[config.mk]
export PLATFORM = sky130hd
export DESIGN_NAME = rivyera_tx_arbiter
export DESIGN_NICKNAME = d
export VERILOG_FILES = /design/src/rtl/rivyera_txarb_pkg.sv /design/src/rtl/rivyera_rr_pick.sv /design/src/rtl/rivyera_tx_arbiter.sv
export SDC_FILE = /design/constraint.sdc
export NUM_CORES = 1
export LEC_CHECK = 0
export ABC_AREA = 1
export BUFFER_PORTS_ARGS = -buffer_cell sky130_fd_sc_hd__buf_2
export CORE_AREA = 2 2 184 186
export CTS_CLUSTER_DIAMETER = 200
export DETAILED_ROUTE_END_ITERATION = 12
export DIE_AREA = 0 0 186 188
export GPL_TIMING_DRIVEN = 0
export PLACE_DENSITY = 0.53
export REMOVE_ABC_BUFFERS = 1
export SYNTH_ARGS = -nofsm -noshare
export SYNTH_HDL_FRONTEND = slang
export SYNTH_SLANG_ARGS = --single-unit
[constraint.sdc]
create_clock -name api_clk_in -period 1.7 [get_ports api_clk_in]
set_input_delay 0.34 -clock api_clk_in [delete_from_list [all_inputs] [get_ports api_clk_in]]
set_output_delay 0.34 -clock api_clk_in [all_outputs]
set_load 0.03 [all_outputs]
[src/rtl/rivyera_txarb_pkg.sv]
// -----------------------------------------------------------------------------
// rivyera_txarb_pkg
//   Shared definitions for the RIVYERA TX arbiter slice:
//   - API field widths and the write command code. These mirror the values in
//     the SciEngines API constants header so the arbiter and the API output
//     register port agree on field sizes.
//   - FSM state encoding (ARB = 1'b0, BUSY = 1'b1).
//   - Width helper for the per-grant burst counter.
//
// Optional feature macro used by the arbiter: RIVYERA_TXARB_FIXED_PRIO_EN
// -----------------------------------------------------------------------------
package rivyera_txarb_pkg;

    localparam int C_LENGTH_ADDR_SLOT = 4;
    localparam int C_LENGTH_ADDR_FPGA = 4;
    localparam int C_LENGTH_ADDR_REG  = 8;
    localparam int C_LENGTH_CMD       = 8;
    localparam int C_LENGTH_DATA      = 64;

    localparam logic [C_LENGTH_CMD-1:0] CMD_WR = 8'h01;

    typedef logic [C_LENGTH_ADDR_REG-1:0] reg_addr_t;

    typedef enum logic {
        ARB  = 1'b0,
        BUSY = 1'b1
    } txarb_state_t;

    // The counter must be able to hold the value MAX_BURST itself.
    function automatic int burst_cnt_width(input int max_burst);
        return $clog2(max_burst + 1);
    endfunction

endpackage

[src/rtl/rivyera_rr_pick.sv]
// -----------------------------------------------------------------------------
// rivyera_rr_pick
//   Combinational rotating picker: returns the first asserted bit of valid_in
//   at or after ptr_in, wrapping around. Tie ptr_in to zero for strict
//   lowest-index priority.
//
// Ports:
//   valid_in   [NUM_REQ-1:0]  request vector
//   ptr_in     [IDX_W-1:0]    search start index
//   onehot_out [NUM_REQ-1:0]  one-hot winner (0 when no request)
//   idx_out    [IDX_W-1:0]    winner index (0 when no request)
//   any_out                   at least one request present
// -----------------------------------------------------------------------------
module rivyera_rr_pick #(
    parameter int NUM_REQ = 4,
    parameter int IDX_W   = 2
) (
    input  logic [NUM_REQ-1:0] valid_in,
    input  logic [IDX_W-1:0]   ptr_in,
    output logic [NUM_REQ-1:0] onehot_out,
    output logic [IDX_W-1:0]   idx_out,
    output logic               any_out
);

    int cand;

    // NOTE: every output of a combinational block gets a default before any
    // conditional assignment; a path that leaves one unassigned infers a latch.
    always_comb begin
        onehot_out = '0;
        idx_out    = '0;
        any_out    = 1'b0;
        cand       = 0;
        for (int off = 0; off < NUM_REQ; off++) begin
            cand = (int'(ptr_in) + off) % NUM_REQ;
            if (!any_out && valid_in[cand[IDX_W-1:0]]) begin
                any_out                        = 1'b1;
                onehot_out[cand[IDX_W-1:0]]    = 1'b1;
                idx_out                        = cand[IDX_W-1:0];
            end
        end
    end

endmodule

[src/rtl/rivyera_tx_arbiter.sv]
// -----------------------------------------------------------------------------
// rivyera_tx_arbiter
//   Shares the RIVYERA API output register port between NUM_REQ requesters.
//   Packet-locked arbitration: once granted, a requester owns the port until
//   it presents a word with req_last_in set, or until MAX_BURST words have
//   been accepted. One ARB cycle separates consecutive grants.
//
//   Default build: round-robin, search starts one past the last owner.
//   RIVYERA_TXARB_FIXED_PRIO_EN defined: strict priority, lowest index wins;
//   MAX_BURST still bounds how long one requester holds the port.
//
// Ports:
//   api_clk_in / api_rst_n_in  clock, asynchronous active-low reset
//   req_valid_in/last_in       per-requester word valid / last word of packet
//   req_ready_out              per-requester word accepted this cycle
//   req_slot/fpga/reg/cmd/data packed per-requester fields, requester i at slice i
//   grant_out                  one-hot current owner, 0 when idle
//   api_o_clk_out              forwarded api_clk_in
//   api_o_rfd_in               API ready-for-data
//   api_o_*_out                registered API word fields
//   api_o_wr_en_out            registered write strobe, one clock after accept
// -----------------------------------------------------------------------------
module rivyera_tx_arbiter
    import rivyera_txarb_pkg::*;
#(
    parameter int NUM_REQ      = 4,
    parameter int MAX_BURST    = 16,
    parameter int SRC_REG_BASE = 0
) (
    input  logic                                     api_clk_in,
    input  logic                                     api_rst_n_in,

    input  logic [NUM_REQ-1:0]                       req_valid_in,
    input  logic [NUM_REQ-1:0]                       req_last_in,
    output logic [NUM_REQ-1:0]                       req_ready_out,
    input  logic [NUM_REQ*C_LENGTH_ADDR_SLOT-1:0]    req_slot_in,
    input  logic [NUM_REQ*C_LENGTH_ADDR_FPGA-1:0]    req_fpga_in,
    input  logic [NUM_REQ*C_LENGTH_ADDR_REG-1:0]     req_reg_in,
    input  logic [NUM_REQ*C_LENGTH_CMD-1:0]          req_cmd_in,
    input  logic [NUM_REQ*C_LENGTH_DATA-1:0]         req_data_in,
    output logic [NUM_REQ-1:0]                       grant_out,

    output logic                                     api_o_clk_out,
    input  logic                                     api_o_rfd_in,
    output logic [C_LENGTH_ADDR_SLOT-1:0]            api_o_tgt_slot_out,
    output logic [C_LENGTH_ADDR_FPGA-1:0]            api_o_tgt_fpga_out,
    output logic [C_LENGTH_ADDR_REG-1:0]             api_o_tgt_reg_out,
    output logic [C_LENGTH_CMD-1:0]                  api_o_tgt_cmd_out,
    output logic [C_LENGTH_ADDR_REG-1:0]             api_o_src_reg_out,
    output logic [C_LENGTH_CMD-1:0]                  api_o_src_cmd_out,
    output logic [C_LENGTH_DATA-1:0]                 api_o_data_out,
    output logic                                     api_o_wr_en_out
);

    localparam int IDX_W = $clog2(NUM_REQ);
    localparam int CNT_W = burst_cnt_width(MAX_BURST);

    txarb_state_t        state, state_nxt;
    logic [IDX_W-1:0]    gidx;
    logic [IDX_W-1:0]    ptr;
    logic [CNT_W-1:0]    cnt;

    logic [NUM_REQ-1:0]  pick_onehot;
    logic [IDX_W-1:0]    pick_idx;
    logic                pick_any;

    logic                accept;
    logic                rel;

    assign api_o_clk_out = api_clk_in;

    // ------------------------------------------------------------------
    // Winner selection
    // ------------------------------------------------------------------
    rivyera_rr_pick #(
        .NUM_REQ (NUM_REQ),
        .IDX_W   (IDX_W)
    ) u_pick (
        .valid_in   (req_valid_in),
        .ptr_in     (ptr),
        .onehot_out (pick_onehot),
        .idx_out    (pick_idx),
        .any_out    (pick_any)
    );

    // ------------------------------------------------------------------
    // Accept / release
    // ------------------------------------------------------------------
    assign accept = (state == BUSY) && req_valid_in[gidx] && api_o_rfd_in;

    // The count compare uses the pre-increment value: this accept is the
    // MAX_BURST-th when cnt already holds MAX_BURST-1. A word that is both
    // last and the burst limit releases once, like any other release.
    assign rel = accept && (req_last_in[gidx] || (cnt == CNT_W'(MAX_BURST - 1)));

    // Only the owner can see ready, and only on a real accept.
    assign req_ready_out = accept ? grant_out : '0;

    // ------------------------------------------------------------------
    // FSM
    // ------------------------------------------------------------------
    always_comb begin
        state_nxt = state;
        case (state)
            ARB:     if (pick_any) state_nxt = BUSY;
            BUSY:    if (rel)      state_nxt = ARB;
            default:               state_nxt = ARB;
        endcase
    end

    // NOTE: sequential state uses non-blocking assignments so every register
    // samples pre-edge values regardless of statement order.
    always_ff @(posedge api_clk_in or negedge api_rst_n_in) begin
        if (!api_rst_n_in) begin
            state     <= ARB;
            grant_out <= '0;
            gidx      <= '0;
            cnt       <= '0;
        end else begin
            state <= state_nxt;
            if (state == ARB && pick_any) begin
                grant_out <= pick_onehot;
                gidx      <= pick_idx;
            end else if (rel) begin
                grant_out <= '0;
                cnt       <= '0;
            end else if (accept) begin
                cnt <= cnt + 1'b1;
            end
        end
    end

`ifdef RIVYERA_TXARB_FIXED_PRIO_EN
    // Strict priority: search always starts at requester 0.
    assign ptr = '0;
`else
    // Round-robin: after a release the search starts one past the owner.
    always_ff @(posedge api_clk_in or negedge api_rst_n_in) begin
        if (!api_rst_n_in) begin
            ptr <= '0;
        end else if (rel) begin
            ptr <= (gidx == IDX_W'(NUM_REQ - 1)) ? '0 : gidx + 1'b1;
        end
    end
`endif

    // ------------------------------------------------------------------
    // API output register: fields load on accept and hold otherwise, so the
    // strobe trails the accept by exactly one clock.
    // ------------------------------------------------------------------
    always_ff @(posedge api_clk_in or negedge api_rst_n_in) begin
        if (!api_rst_n_in) begin
            api_o_tgt_slot_out <= '0;
            api_o_tgt_fpga_out <= '0;
            api_o_tgt_reg_out  <= '0;
            api_o_tgt_cmd_out  <= '0;
            api_o_src_reg_out  <= '0;
            api_o_src_cmd_out  <= CMD_WR;
            api_o_data_out     <= '0;
            api_o_wr_en_out    <= 1'b0;
        end else begin
            api_o_wr_en_out <= accept;
            if (accept) begin
                api_o_tgt_slot_out <= req_slot_in[gidx*C_LENGTH_ADDR_SLOT +: C_LENGTH_ADDR_SLOT];
                api_o_tgt_fpga_out <= req_fpga_in[gidx*C_LENGTH_ADDR_FPGA +: C_LENGTH_ADDR_FPGA];
                api_o_tgt_reg_out  <= req_reg_in[gidx*C_LENGTH_ADDR_REG +: C_LENGTH_ADDR_REG];
                api_o_tgt_cmd_out  <= req_cmd_in[gidx*C_LENGTH_CMD +: C_LENGTH_CMD];
                api_o_src_reg_out  <= reg_addr_t'(SRC_REG_BASE) + reg_addr_t'(gidx);
                api_o_src_cmd_out  <= CMD_WR;
                api_o_data_out     <= req_data_in[gidx*C_LENGTH_DATA +: C_LENGTH_DATA];
            end
        end
    end

endmodule
[Word level (Yosys, flattened, before mapping)]
Index checks and enable logic that the tools add are counted.
Cells by class
  reduce and logical (&&, ||, !) cells: 18
  $add $sub $neg: 5
  shift-type cells: 5
  eq/ne operators: 2
  muxes and demuxes: 41
  bitwise operators: 5
  magnitude comparators: 9
Operators by type and width (number)
  $shiftx 256x9->64: 1
  $shiftx 32x6->8: 2
  $shiftx 16x5->4: 2
  $mux 4: 7
  $mux 1: 16
  $lt 2x3->1 const B: 5
  $bmux 1 s2: 6
  $or 4x4->4: 3
  $logic_and 1x1->1: 11
  $mux 2: 5
  $mux 5: 2
  $demux 1 s2: 4
  $ge 2x1->1 const B: 4
  $add 5x1->5 const B: 1
  $eq 5x4->1 const B: 1
  $add 2x1->2 const B: 2
  $add 2x2->2 const B: 2
  $reduce_bool 2->1: 2
  $logic_not 1->1: 3
  $eq 2x2->1 const B: 1
  $not 1->1: 2
  $pmux 1 s2: 1
  $reduce_and 2->1: 1
  $logic_or 1x1->1: 1
Storage, ports and cells
  word-level logic and storage cells: 97
  flip-flop bits (word level): 105

[Longest topological paths before layout]
Gate-level depths: netlist of the first run.
  depth after elaboration: 15
  gate-level depth with buffers: 12

[Hierarchy]
Synthesis of the first run repeated with hierarchy kept, for this count alone.
Second synthesis, totals
  cell total of the unflattened synthesis: 1071
  area total of the unflattened synthesis: 7123.1 um2
By module, submodules not included
  rivyera_tx_arbiter: sequential area each 2627.5 um2, area an instance 6682.7 um2, cells an instance 997, times used 1
  rivyera_rr_pick: sequential area each 0.0 um2, area an instance 440.4 um2, cells an instance 74, times used 1

==> metrics.md, run 1 <==
| Metric | Value |
|---|---|
| Status | complete, but fails checks |
| Failing checks | setup timing |
| Psw | 13600 uW |
| Pins Over Slew Limit | 0 |
| Synth area leader | dfrtp_1 |
| Mapped cell area | 7040 sq um |
| Final Skew | 0.0127 ns |
| Post-synth top area share | 0.373 |
| Die W | 186 um |
| Max FO, Critical Path | 4 |
| Internal power | 11800 uW |
| Worst path required time | 1.36 ns |
| Max-slew headroom | 0.639 |
| Share of layout cells above drive strength 1 | 0.492 |
| RSZ-0062 raised after global routing | yes |
| Worst hold path class | input port to register |
| Setup TNS | -30.26 ns |
| Synth warn | 0 |
| Vias in the first global route | 9078 |
| Ys async rst share | 1.00 |
| Diode count | 0 |
| Initial core utilization | 0.213 |
| Routed vias | 9660 |
| Nets | 1927 |
| CP cell instances | buf_16, inv_16, nand2_4, nand3_4, nand4_4, buf_6, nor2_4, buf_6 |
| Actual slew at the worst max-slew pin | 0.541 ns |
| Final core occ | 0.375 |
| Reg power frac | 0.175 |
| PnR Total Power | 25400 uW |
| Crit-path slowest cell | dfrtp_4 |
| HPWL after DPL | 20.5 mm |
| Delay-heaviest family, CP | buffers and inverters |
| Minimum clock period | 2.15 ns |
| PwrDens | 2050 nW/um^2 |
| Startpoint Class | register |
| Fin crit share | 1.27 |
| Syn Inst Count | 1063 |
| DRC errors left | 0 |
| Gr ovfl total | 0 |
| GPL Wtd Cong | 0.842 |
| Remaining antenna violation count | 0 |
| Pre-CTS setup slack | -2.11 ns |
| Comb power frac | 0.724 |
| Most frequent CP cell | buf_6 |
| Most used DFF post-synth | dfrtp_1 |
| Crit-path max cell delay | 0.51 ns |
| Clock power share | 0.101 |
| EDFF count, synth | 0 |
| Sw frac | 0.536 |
| GRT Overall Usage | 0.214 |
| Leakage power | 0.00652 uW |
| Synth top area cells | dfrtp_1, nand2_1, o21ai_0 |
| Final WS setup | -0.455 ns |
| Fmax | 464 MHz |
| Buffers & Inverters on Critical Path | 4 |
| DIE AREA | 35000 sq um |
| Final setup viols | 106 |
| Initial antenna violation count | 1 |
| Sequential area share after synthesis | 0.373 |
| Crit Path Class | register to output port |
| Most frequent cell after synthesis | nand2_1 |
| Drt wl/cell | 19.6 um |
| Post-synthesis register bit count | 105 |
| Fill count | 3448 |
| CORE AREA | 33100 sq um |
| First-pass DRT Iterations | 6 |
| Skew-Pair Late Insertion Delay | 0.46 ns |
| CP Data Arrival Time | 1.81 ns |
| Post-layout instance area | 12400 sq um |
| Die Span Y | 188 um |
| Cell Area, Placed | 9650 sq um |
| CTS tree | yes |
| WL final | 39.4 mm |
| Mean Syn Cell Area | 6.63 sq um |
| Drt first-iter violations | 695 |
| Max_cap viols | 0 |
| Syn-to-layout area delta | 76.3% |
| Synth top cells by count | nand2_1, nor2_1, o21ai_0 |
| Port bufs | 462 |
| FP Rows | 67 |
| First-pass GRT wire length | 55.5 mm |
| Largest net degree at the start of global routing | 99 |
| Via/cell ratio | 4.82 |
| Hold Vio Cnt, Final | 0 |
| Io pins | 477 |
| Clk slew on worst S/H paths | 0.08 ns |
| Cell variety after synth | 29 |
| Critical path endpoint category | output port |
| Max rail drop VDD | 0.00148 V |
cells by family (layout without fill, tap and decap cells):
logic type	Yosys count	after routing	share of synthesized area
adder cells (fa/ha/maj)	11	11	0.0195
AO/OA/AOI/OAI	291	291	0.225
flip-flops	105	105	0.373
buffers and inverters	118	601	0.0842
other	2	14	0.00107
AND/OR/NAND/NOR	536	536	0.297
worst reg2reg max path, delay by kind of cell (launching register included):
| family | cells | cell delay [ns] |
|---|---|---|
| and+or+nand+nor | 5 | 0.35 |
| buffers and inverters | 8 | 1.09 |
| DFF | 1 | 0.51 |
final timing paths:
kind | start | endpoint | slack [ns] | depth (start not counted)
max reg2reg | gidx[0]$_DFFE_PN0P_ | api_o_tgt_cmd_out[6]$_DFFE_PN0N_ | -0.35 | 13
min | req_cmd_in[0] | api_o_tgt_cmd_out[0]$_DFFE_PN0N_ | 0.24 | 5
max | gidx[0]$_DFFE_PN0P_ | req_ready_out[1] | -0.45 | 8
min reg2reg | api_o_data_out[47]$_DFFE_PN0N_ | api_o_data_out[47]$_DFFE_PN0N_ | 0.48 | 2
max in group asynchronous | api_rst_n_in | api_o_data_out[50]$_DFFE_PN0N_ | 0.62 | 3
min in group asynchronous | api_rst_n_in | api_o_data_out[51]$_DFFE_PN0N_ | 0.39 | 2
routing by layer:
metal	vias to the layer above	wire length, um	GRT usage
li1	4501	-	-
met5	-	0	0
met1	4600	16200	0.271
met3	56	2980	0.0404
met4	0	1030	0.0639
met2	503	19100	0.366
through the flow:
stage | std cells | hold slack [ns]
detailed placement | 1896 | 0.334
floorplan | 979 | 0.0444
global placement | 1889 | 0.458
CTS | 1992 | 0.221
finish | 2006 | 0.244
global route | 2006 | 0.248
power by group through the flow:
stage	Sequential (uW)	Combinational, uW	Clock [uW]
after floorplan	6720	4850	0
after global placement	4770	9460	74.1
after detailed placement	4930	11200	74.1
after CTS	4400	17000	2670
after global routing	4600	19600	2750
final	4450	18400	2570
repair_timing:
item / in CTS / in global routing
gates cloned: 30 / 1
resized for setup: 220 / 146
hold buffers: 1 / 0
pin swaps: 18 / 22
endpoints found under the hold margin: 51 / 0
buffers inserted: 46 / 24
setup endpoints to repair: 109 / 108
layout make-up:
cell class,count,area [sq um],share of cell area
Multi-Input combinational cell,852,4710,0.379
Timing Repair Buffer,550,3880,0.312
Tap cell,448,561,0.0451
Timing Repair inverter,9,120,0.00967
Clock inverter,6,48.8,0.00393
Sequential cell,105,2640,0.212
Inverter,22,158,0.0127
Clock buffer,14,309,0.0249
flip-flops by register name, summed over array words and instances (netlist names):
| signal | flops |
|---|---|
| api_o_tgt_slot_out | 4 |
| api_o_wr_en_out | 1 |
| state | 1 |
| ptr | 2 |
| grant_out | 4 |
| api_o_tgt_cmd_out | 8 |
| api_o_tgt_reg_out | 8 |
| gidx | 2 |
| cnt | 5 |
| api_o_tgt_fpga_out | 4 |
| api_o_src_reg_out | 2 |
| api_o_data_out | 64 |
cell usage in the layout (no fill, tap or decap), types with 3 or more instances in the layout:
cell type	count
buf_2	457
clkbuf_16	13
buf_8	4
a21oi_2	4
nand4_1	5
nor2_4	6
o21ai_1	4
inv_1	11
nand2_4	56
nand2_1	173
nand2_2	83
inv_2	4
nand3_1	18
o21ai_2	4
inv_12	3
o21ai_0	175
inv_6	4
inv_8	5
o22ai_1	87
dfrtp_1	101
nand3_2	7
a21oi_1	8
conb_1	14
buf_12	23
ha_1	10
nor2_1	180
buf_16	22
buf_6	17
buf_4	24
a21boi_0	4
Note: power is estimated with default switching activity, not from simulation.
==> inputs of run 2 (changes only) <==
--- a/config.mk
+++ b/config.mk
@@ -8,12 +8,12 @@
 export ABC_AREA = 1
 export BUFFER_PORTS_ARGS = -buffer_cell sky130_fd_sc_hd__buf_2
 export CORE_AREA = 2 2 184 186
-export CTS_CLUSTER_DIAMETER = 200
 export DETAILED_ROUTE_END_ITERATION = 12
 export DIE_AREA = 0 0 186 188
 export GPL_TIMING_DRIVEN = 0
 export PLACE_DENSITY = 0.53
 export REMOVE_ABC_BUFFERS = 1
+export SETUP_SLACK_MARGIN = 0.05
 export SYNTH_ARGS = -nofsm -noshare
 export SYNTH_HDL_FRONTEND = slang
 export SYNTH_SLANG_ARGS = --single-unit
==> run 2 against run 1 <==
The run still ends with setup timing left. Core utilization decreased by 0.80 points. Sequential share of layout area grew 0.47 points. Clock power barely moved. Register-to-register slack worse by 0.08 ns.
==> metrics.md, run 2 (synthesis results as in run 1) <==
| Metric | Value |
|---|---|
| Worst path required time | 1.36 ns (about the same) |
| Clk slew on worst S/H paths | 0.09 ns (was 0.08 ns) |
| Minimum clock period | 2.16 ns (was 2.15 ns) |
| GRT Overall Usage | 0.215 (was 0.214) |
| Pins Over Slew Limit | 0 (unchanged) |
| Final core occ | 0.367 (was 0.375) |
| DIE AREA | 35000 sq um (unchanged) |
| Max FO, Critical Path | 4 (unchanged) |
| Final setup viols | 106 (unchanged) |
| Routed vias | 9617 (was 9660) |
| Port bufs | 462 (unchanged) |
| Crit Path Class | register to output port (unchanged) |
| First-pass DRT Iterations | 5 (was 6) |
| Gr ovfl total | 0 (unchanged) |
| Leading cell type in the layout, fill and taps excluded | buf_2 (unchanged) |
| Drt first-iter violations | 684 (was 695) |
| Max rail drop VDD | 0.00157 V (was 0.00148 V) |
| Biggest register | api_o_data_out (unchanged) |
| Initial core utilization | 0.213 (unchanged) |
| Fill count | 3472 (was 3448) |
| PwrDens | 2040 nW/um^2 (was 2050 nW/um^2) |
| Max-slew headroom | 0.637 (was 0.639) |
| Remaining antenna violation count | 0 (unchanged) |
| Pre-CTS setup slack | -2.11 ns (unchanged) |
| Initial antenna violation count | 1 (unchanged) |
| Non-Filler Instances | 2013 (was 2006) |
| Nets | 1934 (was 1927) |
| Die W | 186 um (unchanged) |
| Fmax | 463 MHz (was 464 MHz) |
| Die Span Y | 188 um (unchanged) |
| Io pins | 477 (unchanged) |
| WL final | 39.2 mm (was 39.4 mm) |
| DRC errors left | 0 (unchanged) |
| FP Rows | 67 (unchanged) |
| Actual slew at the worst max-slew pin | 0.544 ns (was 0.541 ns) |
| Worst hold path class | input port to register (unchanged) |
| Reg2Reg Setup Slack | -0.43 ns (was -0.35 ns) |
| CP Data Arrival Time | 1.82 ns (was 1.81 ns) |
| Share of layout cells above drive strength 1 | 0.465 (was 0.492) |
| Critical path endpoint category | output port (unchanged) |
| Worst Setup SP | gidx[0]$_DFFE_PN0P_ (unchanged) |
| Beginning of the worst hold path | req_cmd_in[0] (unchanged) |
| PnR Total Power | 24900 uW (was 25400 uW) |
| GPL Wtd Cong | 0.842 (unchanged) |
| Final Skew | 0.0153 ns (was 0.0127 ns) |
| Failing checks | setup timing (unchanged) |
| Setup TNS | -38.54 ns (was -30.26 ns) |
| RR Startpoint | gidx[0]$_DFFE_PN0P_ (unchanged) |
| First-pass GRT wire length | 55.7 mm (was 55.5 mm) |
| Syn-to-layout area delta | 72.6% (was 76.3%) |
| Diode count | 0 (unchanged) |
| Startpoint Class | register (unchanged) |
| Multi-input logic area | 4370 sq um (was 4710 sq um) |
| Final WS setup | -0.460 ns (was -0.455 ns) |
| Most frequent cells in the layout | buf_2, nand2_1, nor2_1, o21ai_0, dfrtp_1 (was buf_2, nor2_1, o21ai_0, nand2_1, dfrtp_1) |
| RSZ-0062 raised after global routing | yes (unchanged) |
| Via/cell ratio | 4.78 (was 4.82) |
| Max_cap viols | 0 (unchanged) |
| Drt wl/cell | 19.5 um (was 19.6 um) |
| Largest net degree at the start of global routing | 99 (unchanged) |
| CORE AREA | 33100 sq um (unchanged) |
| FF+latch area | 2640 sq um (unchanged) |
| Status | complete, but fails checks (unchanged) |
| CTS tree | yes (unchanged) |
| Skew-Pair Late Insertion Delay | 0.47 ns (was 0.46 ns) |
| Vias in the first global route | 9107 (was 9078) |
| HPWL after DPL | 20.5 mm (unchanged) |
| Max FFs per register | 64 (unchanged) |
| Hold Vio Cnt, Final | 0 (unchanged) |
| Biggest regs | api_o_data_out: 64 flops, api_o_tgt_cmd_out: 8 flops, api_o_tgt_reg_out: 8 flops (unchanged) |
| Leakage power | 0.00630 uW (was 0.00652 uW) |
| Fin crit share | 1.27 (about the same) |
| Placed insts | 1896 (unchanged) |
[run 2: cell count changes in the layout (fill, tap and decap cells not counted), moves of 2 or more]
cell | before | now
buf_4 | 24 | 31
buf_12 | 23 | 16
buf_6 | 17 | 19
nand2_1 | 173 | 215
inv_2 | 4 | 2
nand2_4 | 56 | 15
buf_16 | 22 | 27
[run 2: timing repair]
action	CTS	global route
resized for setup	221	38
gates cloned	30	1
hold endpoints to repair	51	0
setup buffers	49	18
endpoints found under the setup margin	109	109
pin swaps	20	12
hold buffers	1	0
[run 2: worst max-delay path: stages, from the launching register on]
cell	delay, ns
dfrtp_4	0.51
buf_16	0.16
inv_16	0.06
nand2_4	0.05
nand3_4	0.07
nand4_4	0.13
buf_12	0.17
nor2_4	0.08
buf_6	0.13
[run 2: per-stage QoR]
| stage | area [sq um] | hold WS [ns] |
|---|---|---|
| floorplan | 6580 | 0.0444 |
| global placement | 9450 | 0.458 |
| detailed placement | 9650 | 0.334 |
| CTS | 11900 | 0.221 |
| global route | 12200 | 0.248 |
| finish | 12200 | 0.244 |
[run 2: final cells by class]
cell class              count  area share
repair inverters            9     0.00968
inverters                  22      0.0124
multi-input cells         852       0.360
repair buffers            557       0.326
well taps                 448      0.0461
clock buffers              14      0.0254
flip-flops and latches    105       0.217
clock inverters             6     0.00402
[run 2: routing by layer]
layer | GRT usage | part of all wire | wire [um]
met5 | 0 | 0 | 0
met4 | 0.0627 | 0.021 | 835
met3 | 0.0412 | 0.074 | 2900
met2 | 0.368 | 0.49 | 19100
met1 | 0.271 | 0.42 | 16300
[run 2: worst paths after layout]
check | depth (start not counted) | endpoint
worst max-delay path | 8 | req_ready_out[0]
worst min-delay path | 5 | api_o_tgt_cmd_out[0]$_DFFE_PN0N_
worst max register to register | 15 | api_o_tgt_slot_out[3]$_DFFE_PN0N_
worst min register to register | 2 | api_o_data_out[47]$_DFFE_PN0N_
max in group asynchronous | 3 | api_o_data_out[50]$_DFFE_PN0N_
min in group asynchronous | 2 | api_o_data_out[51]$_DFFE_PN0N_
[run 2: where the power goes]
group          switching (uW)  internal (uW)
sequential                721           3690
combinational           11200           6680
clock                    1240           1340
